--- src/rtl/riio_bias_pkg.sv ---
// Shared types and constants for the EG1D80V bias/bandgap sequencer.
package riio_bias_pkg;

    typedef enum logic [2:0] {
        ST_OFF        = 3'd0,
        ST_STARTUP    = 3'd1,
        ST_WAIT_VALID = 3'd2,
        ST_SETTLE     = 3'd3,
        ST_RAMP       = 3'd4,
        ST_READY      = 3'd5,
        ST_FAULT      = 3'd6
    } state_t;

    localparam int unsigned TRIM_BIAS_W = 4;
    localparam int unsigned TRIM_CURV_W = 5;
    localparam int unsigned TRIM_VBG_W  = 5;

    // One spare bit above the largest terminal count so no counter can wrap.
    function automatic int unsigned cnt_width(input int unsigned a, input int unsigned b,
                                              input int unsigned c, input int unsigned d);
        int unsigned m;
        m = a;
        if (b > m) m = b;
        if (c > m) m = c;
        if (d > m) m = d;
        return $clog2(m) + 1;
    endfunction

endpackage

--- src/rtl/riio_sync2.sv ---
// Two-flop synchronizer with a selectable reset value.
module riio_sync2 #(
    parameter logic RST_VAL = 1'b0
) (
    input  logic clk,
    input  logic rst,
    input  logic d,
    output logic q
);

    logic meta;

    always_ff @(posedge clk) begin
        if (rst) begin
            meta <= RST_VAL;
            q    <= RST_VAL;
        end else begin
            meta <= d;
            q    <= meta;
        end
    end

endmodule

--- src/rtl/riio_bias_seq_ctrl.sv ---
// Power-up sequencer for the bias/bandgap macro: kick, wait for valid, settle,
// staggered channel ramp, with retry-then-fault on timeout or loss of valid.
module riio_bias_seq_ctrl
    import riio_bias_pkg::*;
#(
    parameter int unsigned N_CH        = 4,
    parameter int unsigned STARTUP_CYC = 8,
    parameter int unsigned SETTLE_CYC  = 16,
    parameter int unsigned STAGGER_CYC = 4,
    parameter int unsigned TIMEOUT_CYC = 32,
    parameter int unsigned MAX_RETRY   = 2
) (
    input  logic                   CLK_I,
    input  logic                   RST_I,
    input  logic                   EN_I,
    input  logic [TRIM_BIAS_W-1:0] TRIM_BIAS_I,
    input  logic [TRIM_CURV_W-1:0] TRIM_CURV_I,
    input  logic [TRIM_VBG_W-1:0]  TRIM_VBG_I,
    input  logic [N_CH-1:0]        CH_EN_I,
    input  logic                   BG_VALID_N_I,
    output logic                   BIAS_EN_O,
    output logic                   BG_STARTUP_O,
    output logic [TRIM_BIAS_W-1:0] TRIM_BIAS_O,
    output logic [TRIM_CURV_W-1:0] TRIM_CURV_O,
    output logic [TRIM_VBG_W-1:0]  TRIM_VBG_O,
    output logic [N_CH-1:0]        VBIAS_EN_O,
    output logic                   READY_O,
    output logic                   FAULT_O,
    output logic [2:0]             STATE_O
);

    localparam int unsigned CW = cnt_width(STARTUP_CYC, SETTLE_CYC, STAGGER_CYC, TIMEOUT_CYC);
    localparam int unsigned SW = cnt_width(N_CH, 1, 1, 1);

    localparam logic [CW-1:0] STARTUP_LAST = CW'(STARTUP_CYC - 1);
    localparam logic [CW-1:0] SETTLE_LAST  = CW'(SETTLE_CYC - 1);
    localparam logic [CW-1:0] STAGGER_LAST = CW'(STAGGER_CYC - 1);
    localparam logic [CW-1:0] TIMEOUT_LAST = CW'(TIMEOUT_CYC - 1);
    localparam logic [CW-1:0] CNT_ONE      = CW'(1);
    localparam logic [SW-1:0] SLOT_LAST    = SW'(N_CH - 1);
    localparam logic [SW-1:0] SLOT_ONE     = SW'(1);
    localparam logic [2:0]    RETRY_LIM    = 3'(MAX_RETRY);

    state_t                 state, state_n;
    logic [CW-1:0]          cnt, cnt_n;
    logic [SW-1:0]          slot, slot_n, slot_inc;
    logic [2:0]             retry, retry_n;
    logic [N_CH-1:0]        vbias_n;
    logic [TRIM_BIAS_W-1:0] trim_bias_n;
    logic [TRIM_CURV_W-1:0] trim_curv_n;
    logic [TRIM_VBG_W-1:0]  trim_vbg_n;
    logic                   bg_valid_n_s;
    logic                   valid;
    logic                   fail;

    riio_sync2 #(.RST_VAL(1'b1)) u_valid_sync (
        .clk (CLK_I),
        .rst (RST_I),
        .d   (BG_VALID_N_I),
        .q   (bg_valid_n_s)
    );

    assign valid    = ~bg_valid_n_s;
    assign slot_inc = slot + SLOT_ONE;

    always_comb begin
        state_n     = state;
        cnt_n       = cnt + CNT_ONE;
        slot_n      = slot;
        retry_n     = retry;
        vbias_n     = VBIAS_EN_O;
        trim_bias_n = TRIM_BIAS_O;
        trim_curv_n = TRIM_CURV_O;
        trim_vbg_n  = TRIM_VBG_O;
        fail        = 1'b0;

        case (state)
            ST_OFF: begin
                cnt_n = '0;
                if (EN_I) begin
                    state_n     = ST_STARTUP;
                    retry_n     = '0;
                    trim_bias_n = TRIM_BIAS_I;
                    trim_curv_n = TRIM_CURV_I;
                    trim_vbg_n  = TRIM_VBG_I;
                end
            end
            ST_STARTUP: begin
                if (cnt == STARTUP_LAST) begin
                    state_n = ST_WAIT_VALID;
                    cnt_n   = '0;
                end
            end
            ST_WAIT_VALID: begin
                if (valid) begin
                    state_n = ST_SETTLE;
                    cnt_n   = '0;
                end else if (cnt == TIMEOUT_LAST) begin
                    fail = 1'b1;
                end
            end
            ST_SETTLE: begin
                if (!valid) begin
                    fail = 1'b1;
                end else if (cnt == SETTLE_LAST) begin
                    state_n    = ST_RAMP;
                    cnt_n      = '0;
                    slot_n     = '0;
                    vbias_n[0] = CH_EN_I[0];
                end
            end
            ST_RAMP: begin
                if (!valid) begin
                    fail = 1'b1;
                end else if (cnt == STAGGER_LAST) begin
                    cnt_n = '0;
                    if (slot == SLOT_LAST) begin
                        state_n = ST_READY;
                        vbias_n = CH_EN_I;
                    end else begin
                        slot_n = slot_inc;
                        for (int unsigned k = 0; k < N_CH; k++) begin
                            if (slot_inc == SW'(k)) vbias_n[k] = CH_EN_I[k];
                        end
                    end
                end
            end
            ST_READY: begin
                cnt_n   = '0;
                vbias_n = CH_EN_I;
                if (!valid) fail = 1'b1;
            end
            ST_FAULT: begin
                cnt_n = '0;
            end
            default: begin
                state_n = ST_OFF;
                cnt_n   = '0;
            end
        endcase

        // Timeout and loss of valid share one exit path: retry or give up.
        if (fail) begin
            vbias_n = '0;
            cnt_n   = '0;
            if (retry < RETRY_LIM) begin
                retry_n = retry + 3'd1;
                state_n = ST_STARTUP;
            end else begin
                state_n = ST_FAULT;
            end
        end

        if (!EN_I) begin
            state_n     = ST_OFF;
            cnt_n       = '0;
            slot_n      = '0;
            retry_n     = '0;
            vbias_n     = '0;
            trim_bias_n = '0;
            trim_curv_n = '0;
            trim_vbg_n  = '0;
        end
    end

    always_ff @(posedge CLK_I) begin
        if (RST_I) begin
            state        <= ST_OFF;
            cnt          <= '0;
            slot         <= '0;
            retry        <= '0;
            VBIAS_EN_O   <= '0;
            TRIM_BIAS_O  <= '0;
            TRIM_CURV_O  <= '0;
            TRIM_VBG_O   <= '0;
            BIAS_EN_O    <= 1'b0;
            BG_STARTUP_O <= 1'b0;
            READY_O      <= 1'b0;
            FAULT_O      <= 1'b0;
        end else begin
            state        <= state_n;
            cnt          <= cnt_n;
            slot         <= slot_n;
            retry        <= retry_n;
            VBIAS_EN_O   <= vbias_n;
            TRIM_BIAS_O  <= trim_bias_n;
            TRIM_CURV_O  <= trim_curv_n;
            TRIM_VBG_O   <= trim_vbg_n;
            BIAS_EN_O    <= (state_n != ST_OFF) && (state_n != ST_FAULT);
            BG_STARTUP_O <= (state_n == ST_STARTUP);
            READY_O      <= (state_n == ST_READY);
            FAULT_O      <= (state_n == ST_FAULT);
        end
    end

    assign STATE_O = state;

endmodule
--- config.mk ---
export PLATFORM = sky130hd
export DESIGN_NAME = riio_bias_seq_ctrl
export DESIGN_NICKNAME = d
export VERILOG_FILES = /design/src/rtl/riio_bias_pkg.sv /design/src/rtl/riio_sync2.sv /design/src/rtl/riio_bias_seq_ctrl.sv
export SDC_FILE = /design/constraint.sdc
export NUM_CORES = 1
export LEC_CHECK = 0
export ABC_CLOCK_PERIOD_IN_PS = 5800
export BUFFER_PORTS_ARGS = -buffer_cell sky130_fd_sc_hd__buf_2
export CAP_MARGIN = 10
export CORE_ASPECT_RATIO = 1.25
export CORE_MARGIN = 2
export CORE_UTILIZATION = 31
export DETAILED_ROUTE_END_ITERATION = 8
export PLACE_DENSITY = 0.6
export SLEW_MARGIN = 10
export SYNTH_ARGS = -nofsm -noshare
export SYNTH_HDL_FRONTEND = slang
export SYNTH_HIERARCHICAL = 1
export SYNTH_SLANG_ARGS = --single-unit
--- constraint.sdc ---
create_clock -name CLK_I -period 5.8 [get_ports CLK_I]
set_input_delay 1.16 -clock CLK_I [delete_from_list [all_inputs] [get_ports CLK_I]]
set_output_delay 1.16 -clock CLK_I [all_outputs]
set_load 0.05 [all_outputs]
==> results of run 1 <==
## flip-flops by register name, summed over array words and instances (netlist names)
| signal | count |
|---|---|
| FAULT_O | 1 |
| TRIM_BIAS_O | 4 |
| TRIM_CURV_O | 5 |
| TRIM_VBG_O | 5 |
| u_valid_sync/q | 1 |
| retry | 3 |
| u_valid_sync/meta | 1 |
| STATE_O | 3 |
| READY_O | 1 |
| BIAS_EN_O | 1 |
| slot | 3 |
| cnt | 6 |
| BG_STARTUP_O | 1 |
| VBIAS_EN_O | 4 |
## layout make-up
class | count | area, µm²
timing repair buffer | 47 | 238
fill | 659 | 3780
clock buffer | 6 | 82.6
multi-input combinational | 169 | 1040
tap | 85 | 106
inverter | 6 | 22.5
sequential | 39 | 781
clock inverter | 2 | 35.0
## Yosys cell counts, drive strengths merged, types with 3 or more instances
master / count
nor2b: 5
nor3: 4
clkbuf: 9
nand2b: 6
nor2: 26
ha: 7
o21ai: 3
a21oi: 20
dfxtp: 39
xor2: 5
nand3: 6
buf: 8
a22oi: 4
nand2: 37
a21o: 3
mux2i: 7
inv: 6
o211ai: 5
## report_power, final
group	internal [mW]	leakage [nW]	switching, mW
logic	0.0165	0.631	0.0368
registers	0.274	0.317	0.00572
clock network	0.139	0.0612	0.0958
## worst min path at each step
stage / from / depth (start not counted) / slack (ns) / to
final: u_valid_sync/meta / 1 / 0.42 / u_valid_sync/q
after global placement: u_valid_sync/meta / 1 / 0.40 / u_valid_sync/q
after detailed placement: u_valid_sync/meta / 1 / 0.40 / u_valid_sync/q
after global routing: u_valid_sync/meta / 1 / 0.45 / u_valid_sync/q
after floorplan: u_valid_sync/meta / 1 / 0.39 / u_valid_sync/q
after CTS: u_valid_sync/meta / 1 / 0.42 / u_valid_sync/q
## stage by stage
| step | cell area (µm²) | utilization (%) | setup WS (ns) | hold slack (ns) | cells |
|---|---|---|---|---|---|
| floorplan | 1930 | - | 3.46 | 0.385 | 231 |
| global placement | 2190 | 36.0 | 3.08 | 0.398 | 346 |
| detailed placement | 2190 | 36.0 | 3.06 | 0.405 | 346 |
| CTS | 2310 | 37.9 | 3.23 | 0.423 | 354 |
| global route | 2310 | 37.9 | 3.15 | 0.446 | 354 |
| finish | 2310 | 37.9 | 3.25 | 0.424 | 354 |
## worst reg2reg max path, stage by stage, from the launching register on
cell and delay [ns]:
dfxtp_1 0.72, nand2_1 0.20, o221ai_1 0.27, nor4b_2 0.64, mux2_2 0.41, nor2_1 0.07
## cells by family (layout without fill, tap and decap cells)
family | count (synthesis) | after routing
adder cells (fa/ha/maj) | 7 | 7
AND/OR/NAND/NOR | 98 | 98
AO/OA/AOI/OAI | 51 | 51
XOR/XNOR | 5 | 5
flip-flops | 39 | 39
multiplexers | 8 | 8
buffers and inverters | 23 | 61
## metal layers
| layer | track usage [%] | vias up |
|---|---|---|
| li1 | - | 866 |
| met1 | 16.0 | 769 |
| met2 | 21.0 | 54 |
| met3 | 3.81 | 6 |
| met4 | 4.61 | 0 |
| met5 | 0 | - |
==> tab_implementation.tex, run 1 <==
\begin{tabular}{lr}
\hline
Metric & Value \\
\hline
\multicolumn{2}{l}{\textbf{GRT}} \\
\quad Via count of the first global-routing pass & approximately 1.6k \\
\quad GRT overflow & 0 \\
\quad Initial antenna violation count & 0 \\
\quad Global-route wire length before repair & 7130 µm \\
\quad GR Util All Layers & 12.9\% \\
\quad Largest net degree at the start of global routing & 25 \\
\multicolumn{2}{l}{\textbf{Synthesis}} \\
\quad Multiplexer fraction of the synthesized cell area & 4.21\% \\
\quad Cell count after synthesis & 231 \\
\quad Share of synthesized flip-flops with an asynchronous set or reset & 0\% \\
\quad Post-Synthesis Cell Area & 0.00193 mm² \\
\quad Dominant register cell in the synthesized netlist & dfxtp\_1 \\
\quad Proportion of netlist area held by the largest area contributor & 40.4\% \\
\quad Post-synthesis cell type count & 49 \\
\quad Arithmetic-cell share of the synthesized area counting full adders, half adders and majority gates & under 10\% \\
\quad Number of enable-type register cells in the synthesized netlist & 0 \\
\quad Sequential element share of the synthesized area & 40.4\% \\
\quad Average cell area after synthesis & about 8.4 µm² \\
\quad Complex-gate fraction of the synthesized area & a little under a fifth \\
\quad Cell types occupying the most area after synthesis & dfxtp\_1, nand2\_1, nor2\_1, a21oi\_1, ha\_1 \\
\quad YS warnings & 6 \\
\quad Flip-flop and latch count after synthesis & 39 \\
\quad Post-synthesis simple-gate area fraction & 24.5\% \\
\quad XOR/XNOR Fraction of Synth Area & roughly 2.3\% \\
\quad Biggest area consumer among synthesized cells & dfxtp\_1 \\
\quad Combinational family with the most area after synthesis & simple AND/OR/NAND/NOR gates \\
\quad Number of nets produced by synthesis & 260 \\
\multicolumn{2}{l}{\textbf{Detailed routing}} \\
\quad Sum of met3 wire segment lengths after detailed routing & 303 µm \\
\quad DR pass1 iterations & 4 \\
\quad Average wire length per cell after detail routing & 12.0 µm \\
\quad Highest metal used & met4 \\
\quad Initial detailed-routing violation count & 40 \\
\quad Antenna-violating nets left & 0 \\
\quad Wire length on met2 & between 1500 and 2000 µm \\
\quad Average vias per placed instance & 4.79 \\
\quad Via count & between 1.5k and 2k \\
\quad Routed metal-1 wirelength & 1920 µm \\
\quad Remaining DRCs & 0 \\
\quad Post-Route WL & 4250 µm \\
\multicolumn{2}{l}{\textbf{Finish}} \\
\quad Most common library cell in the layout ignoring fill and taps & buf\_2 \\
\quad Most used cells in the layout excluding fill and tap cells & buf\_2, dfxtp\_1, nand2\_1 \\
\quad Proportion of layout cells with a drive suffix above 1 & around 22\% \\
\quad Area growth syn-to-layout & 19.4\% \\
\quad Number of nets in the final layout & 297 \\
\quad Ant diodes & 0 \\
\multicolumn{2}{l}{\textbf{Power}} \\
\quad Highest ir drop seen on vdd & 0.000161 V \\
\quad Power density cells & 246 mW/mm² \\
\quad Standby leakage power & between 1 and 1.5 nW \\
\quad Total power & 0.568 mW \\
\multicolumn{2}{l}{\textbf{Clocking}} \\
\quad H-Tree Depth & 2 \\
\quad Maximum root-to-sink buffer count & 2 \\
\quad Number of buffers created by CTS & 5 \\
\quad Number of resized instances in the post-cts repair step & 0 \\
\quad Clock latency on the worst-skew pair & 0.29 ns \\
\quad Clock-pin slew on the worst setup and hold paths & 0.07 ns \\
\quad CTS tree & done \\
\quad Clock root buffer & clkbuf\_8 \\
\quad Clock sink total & 39 \\
\quad Post-CTS setup repair buffer count & 0 \\
\quad Quantity of hold-fixing buffers added after cts & 0 \\
\multicolumn{2}{l}{\textbf{Timing}} \\
\quad Slew headroom & 38.4\% \\
\quad Total Neg Setup Slack & 0 ns \\
\quad Timing-limited maximum frequency & 392 MHz \\
\quad Number of endpoints with negative hold slack in the final report & 0 \\
\quad Period utilisation layout & a little over two fifths \\
\quad Least-Margin Pin Slew & about 0.92 ns \\
\quad Setup repair after global routing missed its margin & no \\
\quad Minimum clock period after layout & 2.55 ns \\
\quad Clock skew & $\sim$0.0024 ns \\
\quad Final number of setup-violating endpoints & 0 \\
\quad Total count of max-transition violations in the final report & 0 \\
\multicolumn{2}{l}{\textbf{Critical path}} \\
\quad WP data required & 4.64 ns \\
\quad Sum of buffers and inverters on the critical path & 1 \\
\quad Standard cell with the maximum stage delay on the critical path & dfxtp\_1 \\
\quad Crit path largest cell delay & 0.72 ns \\
\quad Cell count along the critical path & 1 \\
\quad Classification of the worst setup path & register to primary output \\
\quad Endpoint type of the worst setup path & primary output \\
\quad Cell count of the worst reg-to-reg path & 5 \\
\quad Critical path origin & STATE\_O[0] \\
\quad Setup crit end & STATE\_O[0] \\
\quad Largest fanout of any net on the critical path & 20 \\
\quad Launch point of the worst reg-to-reg path & STATE\_O[0] \\
\quad Dominant delay contributor by cell family on the critical path & flip-flops \\
\quad Arrival time of the worst setup path & $\sim$1.4 ns \\
\quad Cell chain of the critical path & buf\_2 \\
\quad Worst reg2reg setup slack & 3.41 ns \\
\quad Type of element launching the critical path & register \\
\quad End of the worst register-to-register path & retry[0] \\
\multicolumn{2}{l}{\textbf{Floorplan}} \\
\quad Count of standard-cell rows & 32 \\
\quad Top Ports & 47 \\
\quad Initial core utilization & 31.8\% \\
\quad Die Outline Area & 0.00689 mm² \\
\quad Die width & roughly 75 µm \\
\quad Core area & 0.00609 mm² \\
\quad Y dimension of the die & roughly 90 µm \\
\multicolumn{2}{l}{\textbf{Status}} \\
\quad Result of the run & complete, no violations \\
\multicolumn{2}{l}{\textbf{Flow run}} \\
\quad Maxcap violations & 0 \\
\multicolumn{2}{l}{\textbf{Hold path}} \\
\quad Path class of the lowest-slack min-delay path & register to register \\
\multicolumn{2}{l}{\textbf{Placement}} \\
\quad Weighted congestion at the end of routability-driven global placement & roughly 0.81 \\
\quad DP HPWL & 3070 µm \\
\quad Number of buffers added on ports & 46 \\
\hline
\end{tabular}
(Power assumes the default switching activity.)
==> run 2, diff against run 1 <==
--- a/config.mk
+++ b/config.mk
@@ -5,14 +5,14 @@
 export SDC_FILE = /design/constraint.sdc
 export NUM_CORES = 1
 export LEC_CHECK = 0
-export ABC_CLOCK_PERIOD_IN_PS = 5800
+export ABC_CLOCK_PERIOD_IN_PS = 2100
 export BUFFER_PORTS_ARGS = -buffer_cell sky130_fd_sc_hd__buf_2
 export CAP_MARGIN = 10
 export CORE_ASPECT_RATIO = 1.25
 export CORE_MARGIN = 2
 export CORE_UTILIZATION = 31
 export DETAILED_ROUTE_END_ITERATION = 8
-export PLACE_DENSITY = 0.6
+export PLACE_DENSITY = 0.62
 export SLEW_MARGIN = 10
 export SYNTH_ARGS = -nofsm -noshare
 export SYNTH_HDL_FRONTEND = slang
==> constraint.sdc (replaced) <==
create_clock -name CLK_I -period 2.1 [get_ports CLK_I]
set_input_delay 0.42 -clock CLK_I [delete_from_list [all_inputs] [get_ports CLK_I]]
set_output_delay 0.42 -clock CLK_I [all_outputs]
set_load 0.05 [all_outputs]
==> tab_implementation.tex, run 2 (synthesis gave the netlist of run 1 again) <==
\begin{tabular}{lr}
\hline
Metric & Value \\
\hline
\multicolumn{2}{l}{\textbf{Clocking}} \\
\quad H-Tree Depth & 2 (unchanged) \\
\quad Number of buffers created by CTS & 5 (unchanged) \\
\quad Quantity of hold-fixing buffers added after cts & 0 (unchanged) \\
\quad Clock-pin slew on the worst setup and hold paths & 0.08 ns (about the same) \\
\quad Clock root buffer & clkbuf\_8 \\
\quad Clock latency on the worst-skew pair & 0.29 ns (about the same) \\
\quad Maximum root-to-sink buffer count & 2 (unchanged) \\
\quad CTS tree & done \\
\quad Clock sink total & 39 (unchanged) \\
\multicolumn{2}{l}{\textbf{Finish}} \\
\quad Sequential standard cell area & 790 µm² (+1.1\%) \\
\quad Ant diodes & 0 (unchanged) \\
\quad Number of nets in the final layout & 312 (+5.1\%) \\
\quad Most used cells in the layout excluding fill and tap cells & buf\_2, nand2\_1, dfxtp\_1 \\
\quad Area growth syn-to-layout & 26.7\% \\
\quad Largest registers ranked by flip-flop count & cnt (6), TRIM\_CURV\_O (5), TRIM\_VBG\_O (5) \\
\quad Proportion of layout cells with a drive suffix above 1 & 29.6\% (+7.3 points) \\
\quad Max FFs per register & 6 (unchanged) \\
\quad Area occupied by multi-input gates & 0.00107 mm² (+2.5\%) \\
\quad Finished Layout Cells & 369 (+4.2\%) \\
\quad Most common library cell in the layout ignoring fill and taps & buf\_2 \\
\quad Layout fillers & 674 (+2.3\%) \\
\quad Register with the most flip-flops & cnt \\
\multicolumn{2}{l}{\textbf{Power}} \\
\quad Standby leakage power & 1.08 nW (+7.2\%) \\
\quad Part of the power in combinational logic & 10.7\% (+1.3 points) \\
\quad Sw power & 0.383 mW (+180\%) \\
\quad Highest ir drop seen on vdd & 0.000517 V (+220\%) \\
\quad Part of the total power dissipated in sequential elements & 50.0\% (+0.8 points) \\
\quad Internal cell power & 1.14 mW (+170\%) \\
\quad Fraction of power consumed by the clock network & 39.3\% (-2.1 points) \\
\quad Sw Ratio & 25.1\% (+0.75 points) \\
\quad Power density cells & 623 mW/mm² (+150\%) \\
\multicolumn{2}{l}{\textbf{Critical path}} \\
\quad Classification of the worst setup path & register to register \\
\quad Type of element launching the critical path & register \\
\quad Critical path origin & cnt[0] \\
\quad Launch point of the worst reg-to-reg path & cnt[0] \\
\quad Arrival time of the worst setup path & 2.18 ns (+0.79 ns) \\
\quad Endpoint type of the worst setup path & register \\
\quad WP data required & 2.28 ns (-2.36 ns) \\
\quad Largest fanout of any net on the critical path & 4 (-80\%) \\
\multicolumn{2}{l}{\textbf{Floorplan}} \\
\quad Count of standard-cell rows & 32 (unchanged) \\
\quad Y dimension of the die & 92.3 µm (unchanged) \\
\quad Die width & 74.6 µm (unchanged) \\
\quad Die Outline Area & 0.00689 mm² (unchanged) \\
\quad Core area & 0.00609 mm² (unchanged) \\
\quad Initial core utilization & 31.8\% (unchanged) \\
\quad Top Ports & 47 (unchanged) \\
\multicolumn{2}{l}{\textbf{Timing}} \\
\quad Total Neg Setup Slack & 0 ns (unchanged) \\
\quad Hold\_ws & 0.302 ns (-0.122 ns) \\
\quad Worst Slack Setup Final & 0.0948 ns (-3.16 ns) \\
\quad Slew headroom & 61.6\% (+23 points) \\
\quad Final number of setup-violating endpoints & 0 (unchanged) \\
\quad Clock skew & 0.00557 ns (+0.00313 ns) \\
\quad Number of endpoints with negative hold slack in the final report & 0 (unchanged) \\
\quad Timing-limited maximum frequency & 499 MHz \\
\quad Setup repair after global routing missed its margin & no \\
\quad Minimum clock period after layout & 2.01 ns \\
\quad Total count of max-transition violations in the final report & 0 (unchanged) \\
\quad Period utilisation layout & 95.5\% \\
\quad Least-Margin Pin Slew & 0.576 ns (-0.347 ns) \\
\multicolumn{2}{l}{\textbf{Detailed routing}} \\
\quad Initial detailed-routing violation count & 74 (+85\%) \\
\quad Average wire length per cell after detail routing & 12.1 µm (+0.52\%) \\
\quad Post-Route WL & 4460 µm (+4.8\%) \\
\quad Via count & 1785 (+5.3\%) \\
\quad Average vias per placed instance & 4.84 (+1.0\%) \\
\quad DR pass1 iterations & 4 (unchanged) \\
\quad Antenna-violating nets left & 0 (unchanged) \\
\quad Remaining DRCs & 0 (unchanged) \\
\multicolumn{2}{l}{\textbf{Placement}} \\
\quad Number of buffers added on ports & 46 (unchanged) \\
\quad DP HPWL & 3330 µm (+8.5\%) \\
\quad Placed Instances & 360 (+4.0\%) \\
\quad Weighted congestion at the end of routability-driven global placement & 0.855 (+5.3\%) \\
\quad Worst setup slack after placement & 0.0607 ns (-3.00 ns) \\
\multicolumn{2}{l}{\textbf{Flow run}} \\
\quad Maxcap violations & 0 (unchanged) \\
\multicolumn{2}{l}{\textbf{GRT}} \\
\quad Via count of the first global-routing pass & 1715 (+7.7\%) \\
\quad Initial antenna violation count & 0 (unchanged) \\
\quad Global-route wire length before repair & 7550 µm (+5.8\%) \\
\quad GRT overflow & 0 (unchanged) \\
\quad GR Util All Layers & 13.7\% (+0.75 points) \\
\quad Largest net degree at the start of global routing & 23 (-8.0\%) \\
\multicolumn{2}{l}{\textbf{Hold path}} \\
\quad Hold wc startpoint & BG\_VALID\_N\_I \\
\quad Path class of the lowest-slack min-delay path & input port to register \\
\multicolumn{2}{l}{\textbf{Status}} \\
\quad Result of the run & complete, no violations \\
\hline
\end{tabular}
-- run 2: worst paths after layout --
kind | endpoint | slack (ns) | depth (start not counted)
max | slot[1] | 0.09 | 6
max reg2reg | slot[1] | 0.09 | 6
min reg2reg | u_valid_sync/q | 0.41 | 1
min | u_valid_sync/meta | 0.30 | 2
-- run 2: critical path, stage by stage (launching register included) --
cell     delay, ns
dfxtp_2       0.37
ha_4          0.14
or4b_4        0.46
or4_4         0.44
a21oi_4       0.21
mux2i_1       0.21
nor2_1        0.05
-- run 2: timing repair --
action                     4_1_cts  5_1_grt
setup endpoints to repair        0       11
resized for setup                0        7
buffers inserted                 0        1
-- run 2: final cells by class --
| cell class | count | area share [%] |
|---|---|---|
| clock buffers | 7 | 4.39 |
| clock inverters | 1 | 0.204 |
| inverters | 6 | 0.919 |
| multi-input cells | 169 | 43.6 |
| flip-flops and latches | 39 | 32.2 |
| well taps | 85 | 4.34 |
| repair buffers | 62 | 14.3 |
-- run 2: power by group through the flow --
stage          Combinational (mW)  Clock (mW)  Sequential (mW)
6_report                    0.163       0.600            0.764
5_1_grt                     0.177       0.645            0.766
4_1_cts                     0.163       0.620            0.764
3_5_place_dp                0.163           0            0.781
3_3_place_gp                0.162           0            0.780
2_1_floorplan              0.0584           0            0.834
-- run 2: per-stage QoR --
stage	power, mW	instance area [µm²]	utilization [%]
after floorplan	0.893	1940	-
after global placement	0.942	2300	37.8
after detailed placement	0.944	2300	37.8
after CTS	1.55	2410	39.7
after global routing	1.59	2450	40.3
final	1.53	2450	40.3
-- run 2: metal layers --
| layer | track usage [%] | vias to the layer above | wire length (µm) |
|---|---|---|---|
| li1 | - | 900 | - |
| met4 | 4.76 | 0 | 61 |
| met5 | 0 | - | 0 |
| met3 | 3.26 | 5 | 271 |
| met1 | 16.3 | 820 | 1890 |
| met2 | 23.5 | 60 | 2230 |
==> run 3, diff against run 2 <==
--- a/config.mk
+++ b/config.mk
@@ -13,6 +13,7 @@
 export CORE_UTILIZATION = 31
 export DETAILED_ROUTE_END_ITERATION = 8
 export PLACE_DENSITY = 0.62
+export REMOVE_ABC_BUFFERS = 1
 export SLEW_MARGIN = 10
 export SYNTH_ARGS = -nofsm -noshare
 export SYNTH_HDL_FRONTEND = slang
==> tab_implementation.tex, run 3 (synthesis gave the netlist of run 1 again) <==
\begin{tabular}{lr}
\hline
Metric & Value \\
\hline
\multicolumn{2}{l}{\textbf{Finish}} \\
\quad Area growth syn-to-layout & 25.4\% \\
\quad Number of nets in the final layout & 311 (-0.32\%) \\
\quad Most used cells in the layout excluding fill and tap cells & buf\_2, dfxtp\_1, nand2\_1 \\
\quad Most common library cell in the layout ignoring fill and taps & buf\_2 \\
\quad Register with the most flip-flops & cnt \\
\quad Final core area utilization & 39.8\% (-0.43 points) \\
\quad Finished Layout Cells & 368 (-0.27\%) \\
\quad Layout fillers & 662 (-1.8\%) \\
\quad Max FFs per register & 6 (unchanged) \\
\quad Area of all placed cells without fillers & 0.00242 mm² (-1.1\%) \\
\quad Proportion of layout cells with a drive suffix above 1 & 27.6\% (-2.0 points) \\
\quad Ant diodes & 0 (unchanged) \\
\quad Largest registers ranked by flip-flop count & cnt (6), TRIM\_CURV\_O (5), TRIM\_VBG\_O (5) \\
\multicolumn{2}{l}{\textbf{Clocking}} \\
\quad Number of buffers created by CTS & 5 (unchanged) \\
\quad Clock latency on the worst-skew pair & 0.29 ns (about the same) \\
\quad Quantity of hold-fixing buffers added after cts & 0 (unchanged) \\
\quad H-Tree Depth & 2 (unchanged) \\
\quad Clock root buffer & clkbuf\_8 \\
\quad CTS tree & done \\
\quad Clock sink total & 39 (unchanged) \\
\quad Clock-pin slew on the worst setup and hold paths & 0.07 ns (about the same) \\
\quad Maximum root-to-sink buffer count & 2 (unchanged) \\
\quad Post-CTS setup repair buffer count & 0 (unchanged) \\
\quad Number of resized instances in the post-cts repair step & 0 (unchanged) \\
\multicolumn{2}{l}{\textbf{Timing}} \\
\quad Number of endpoints with negative hold slack in the final report & 0 (unchanged) \\
\quad Total count of max-transition violations in the final report & 0 (unchanged) \\
\quad Setup repair after global routing missed its margin & no \\
\quad Least-Margin Pin Slew & 0.956 ns (+0.380 ns) \\
\quad Timing-limited maximum frequency & 500 MHz (+0.34\%) \\
\quad Worst Slack Setup Final & 0.102 ns (+0.00677 ns) \\
\quad Clock skew & 0.00566 ns (+0.0000980 ns) \\
\quad Final number of setup-violating endpoints & 0 (unchanged) \\
\quad Total Neg Setup Slack & 0 ns (unchanged) \\
\quad Slew headroom & 35.9\% (-26 points) \\
\quad Minimum clock period after layout & 2.00 ns (-0.00677 ns) \\
\quad Period utilisation layout & 95.2\% (-0.32 points) \\
\quad Hold\_ws & 0.301 ns (-0.000608 ns) \\
\multicolumn{2}{l}{\textbf{Placement}} \\
\quad Number of buffers added on ports & 46 (unchanged) \\
\quad Worst setup slack after placement & 0.0887 ns (+0.0281 ns) \\
\quad Placed cell area & 0.00230 mm² (about the same) \\
\quad Weighted congestion at the end of routability-driven global placement & 0.831 (-2.9\%) \\
\quad Placed Instances & 360 (unchanged) \\
\quad DP HPWL & 3300 µm (-0.93\%) \\
\multicolumn{2}{l}{\textbf{Critical path}} \\
\quad End of the worst register-to-register path & slot[0] \\
\quad WP data required & 2.28 ns (about the same) \\
\quad Critical path origin & cnt[0] \\
\quad Largest fanout of any net on the critical path & 4 (unchanged) \\
\quad Launch point of the worst reg-to-reg path & cnt[0] \\
\quad Arrival time of the worst setup path & 2.18 ns (about the same) \\
\quad Worst reg2reg setup slack & 0.10 ns (about the same) \\
\quad Type of element launching the critical path & register \\
\quad Cell count of the worst reg-to-reg path & 6 (unchanged) \\
\quad Endpoint type of the worst setup path & register \\
\quad Setup crit end & slot[0] \\
\quad Classification of the worst setup path & register to register \\
\multicolumn{2}{l}{\textbf{Floorplan}} \\
\quad Die width & 74.6 µm (unchanged) \\
\quad Core area & 0.00609 mm² (unchanged) \\
\quad Initial core utilization & 31.8\% (unchanged) \\
\quad Count of standard-cell rows & 32 (unchanged) \\
\quad Top Ports & 47 (unchanged) \\
\quad Y dimension of the die & 92.3 µm (unchanged) \\
\quad Die Outline Area & 0.00689 mm² (unchanged) \\
\multicolumn{2}{l}{\textbf{Detailed routing}} \\
\quad Remaining DRCs & 0 (unchanged) \\
\quad Antenna-violating nets left & 0 (unchanged) \\
\quad DR pass1 iterations & 4 (unchanged) \\
\quad Average vias per placed instance & 4.83 (-0.18\%) \\
\quad Initial detailed-routing violation count & 121 (+64\%) \\
\quad Average wire length per cell after detail routing & 12.3 µm (+2.2\%) \\
\quad Via count & 1777 (-0.45\%) \\
\quad Post-Route WL & 4540 µm (+1.9\%) \\
\multicolumn{2}{l}{\textbf{GRT}} \\
\quad Initial antenna violation count & 0 (unchanged) \\
\quad Largest net degree at the start of global routing & 20 (-13\%) \\
\quad GR Util All Layers & 14.1\% (+0.42 points) \\
\quad Global-route wire length before repair & 7410 µm (-1.8\%) \\
\quad GRT overflow & 0 (unchanged) \\
\quad Via count of the first global-routing pass & 1671 (-2.6\%) \\
\multicolumn{2}{l}{\textbf{Flow run}} \\
\quad Maxcap violations & 0 (unchanged) \\
\multicolumn{2}{l}{\textbf{Hold path}} \\
\quad Path class of the lowest-slack min-delay path & input port to register \\
\multicolumn{2}{l}{\textbf{Power}} \\
\quad Standby leakage power & 1.09 nW (+0.47\%) \\
\quad Power density cells & 651 mW/mm² (+4.5\%) \\
\quad Total power & 1.58 mW (+3.3\%) \\
\quad Highest ir drop seen on vdd & 0.000260 V (-50\%) \\
\multicolumn{2}{l}{\textbf{Status}} \\
\quad Result of the run & complete, no violations \\
\hline
\end{tabular}
run 3: how the worst min path moves through the flow:
stage / startpoint / to / slack, ns / cells past startpoint
floorplan: u_valid_sync/meta / u_valid_sync/q / 0.39 / 1
global placement: u_valid_sync/meta / u_valid_sync/q / 0.40 / 1
detailed placement: u_valid_sync/meta / u_valid_sync/q / 0.41 / 1
CTS: BG_VALID_N_I / u_valid_sync/meta / 0.29 / 2
global route: BG_VALID_N_I / u_valid_sync/meta / 0.31 / 2
finish: BG_VALID_N_I / u_valid_sync/meta / 0.30 / 2
run 3: power by group:
group,internal (mW),switching (mW)
logic,0.0479,0.110
registers,0.757,0.00937
clock network,0.385,0.270
total,1.19,0.389
run 3: critical path, cell delays in order (launching register included):
cell	delay, ns
dfxtp_2	0.35
ha_1	0.16
or4b_4	0.46
or4_4	0.44
a21oi_4	0.22
mux2i_1	0.20
nor2_1	0.05
run 3: cell type report:
type | count | area [µm²] | share of cell area, %
Inverter | 6 | 22.5 | 0.929
Multi-Input combinational cell | 169 | 1050 | 43.4
Clock buffer | 6 | 82.6 | 3.41
Sequential cell | 39 | 783 | 32.3
Clock inverter | 2 | 35.0 | 1.45
Timing Repair Buffer | 61 | 343 | 14.1
Tap cell | 85 | 106 | 4.39
run 3: metal layers:
layer  routed length [µm]  GRT usage (%)  vias to the layer above
li1                     -              -                      902
met1                 1950           15.5                      822
met2                 2320           25.1                       44
met3                  166           2.94                        9
met4                   98           6.55                        0
met5                    0              0                        -
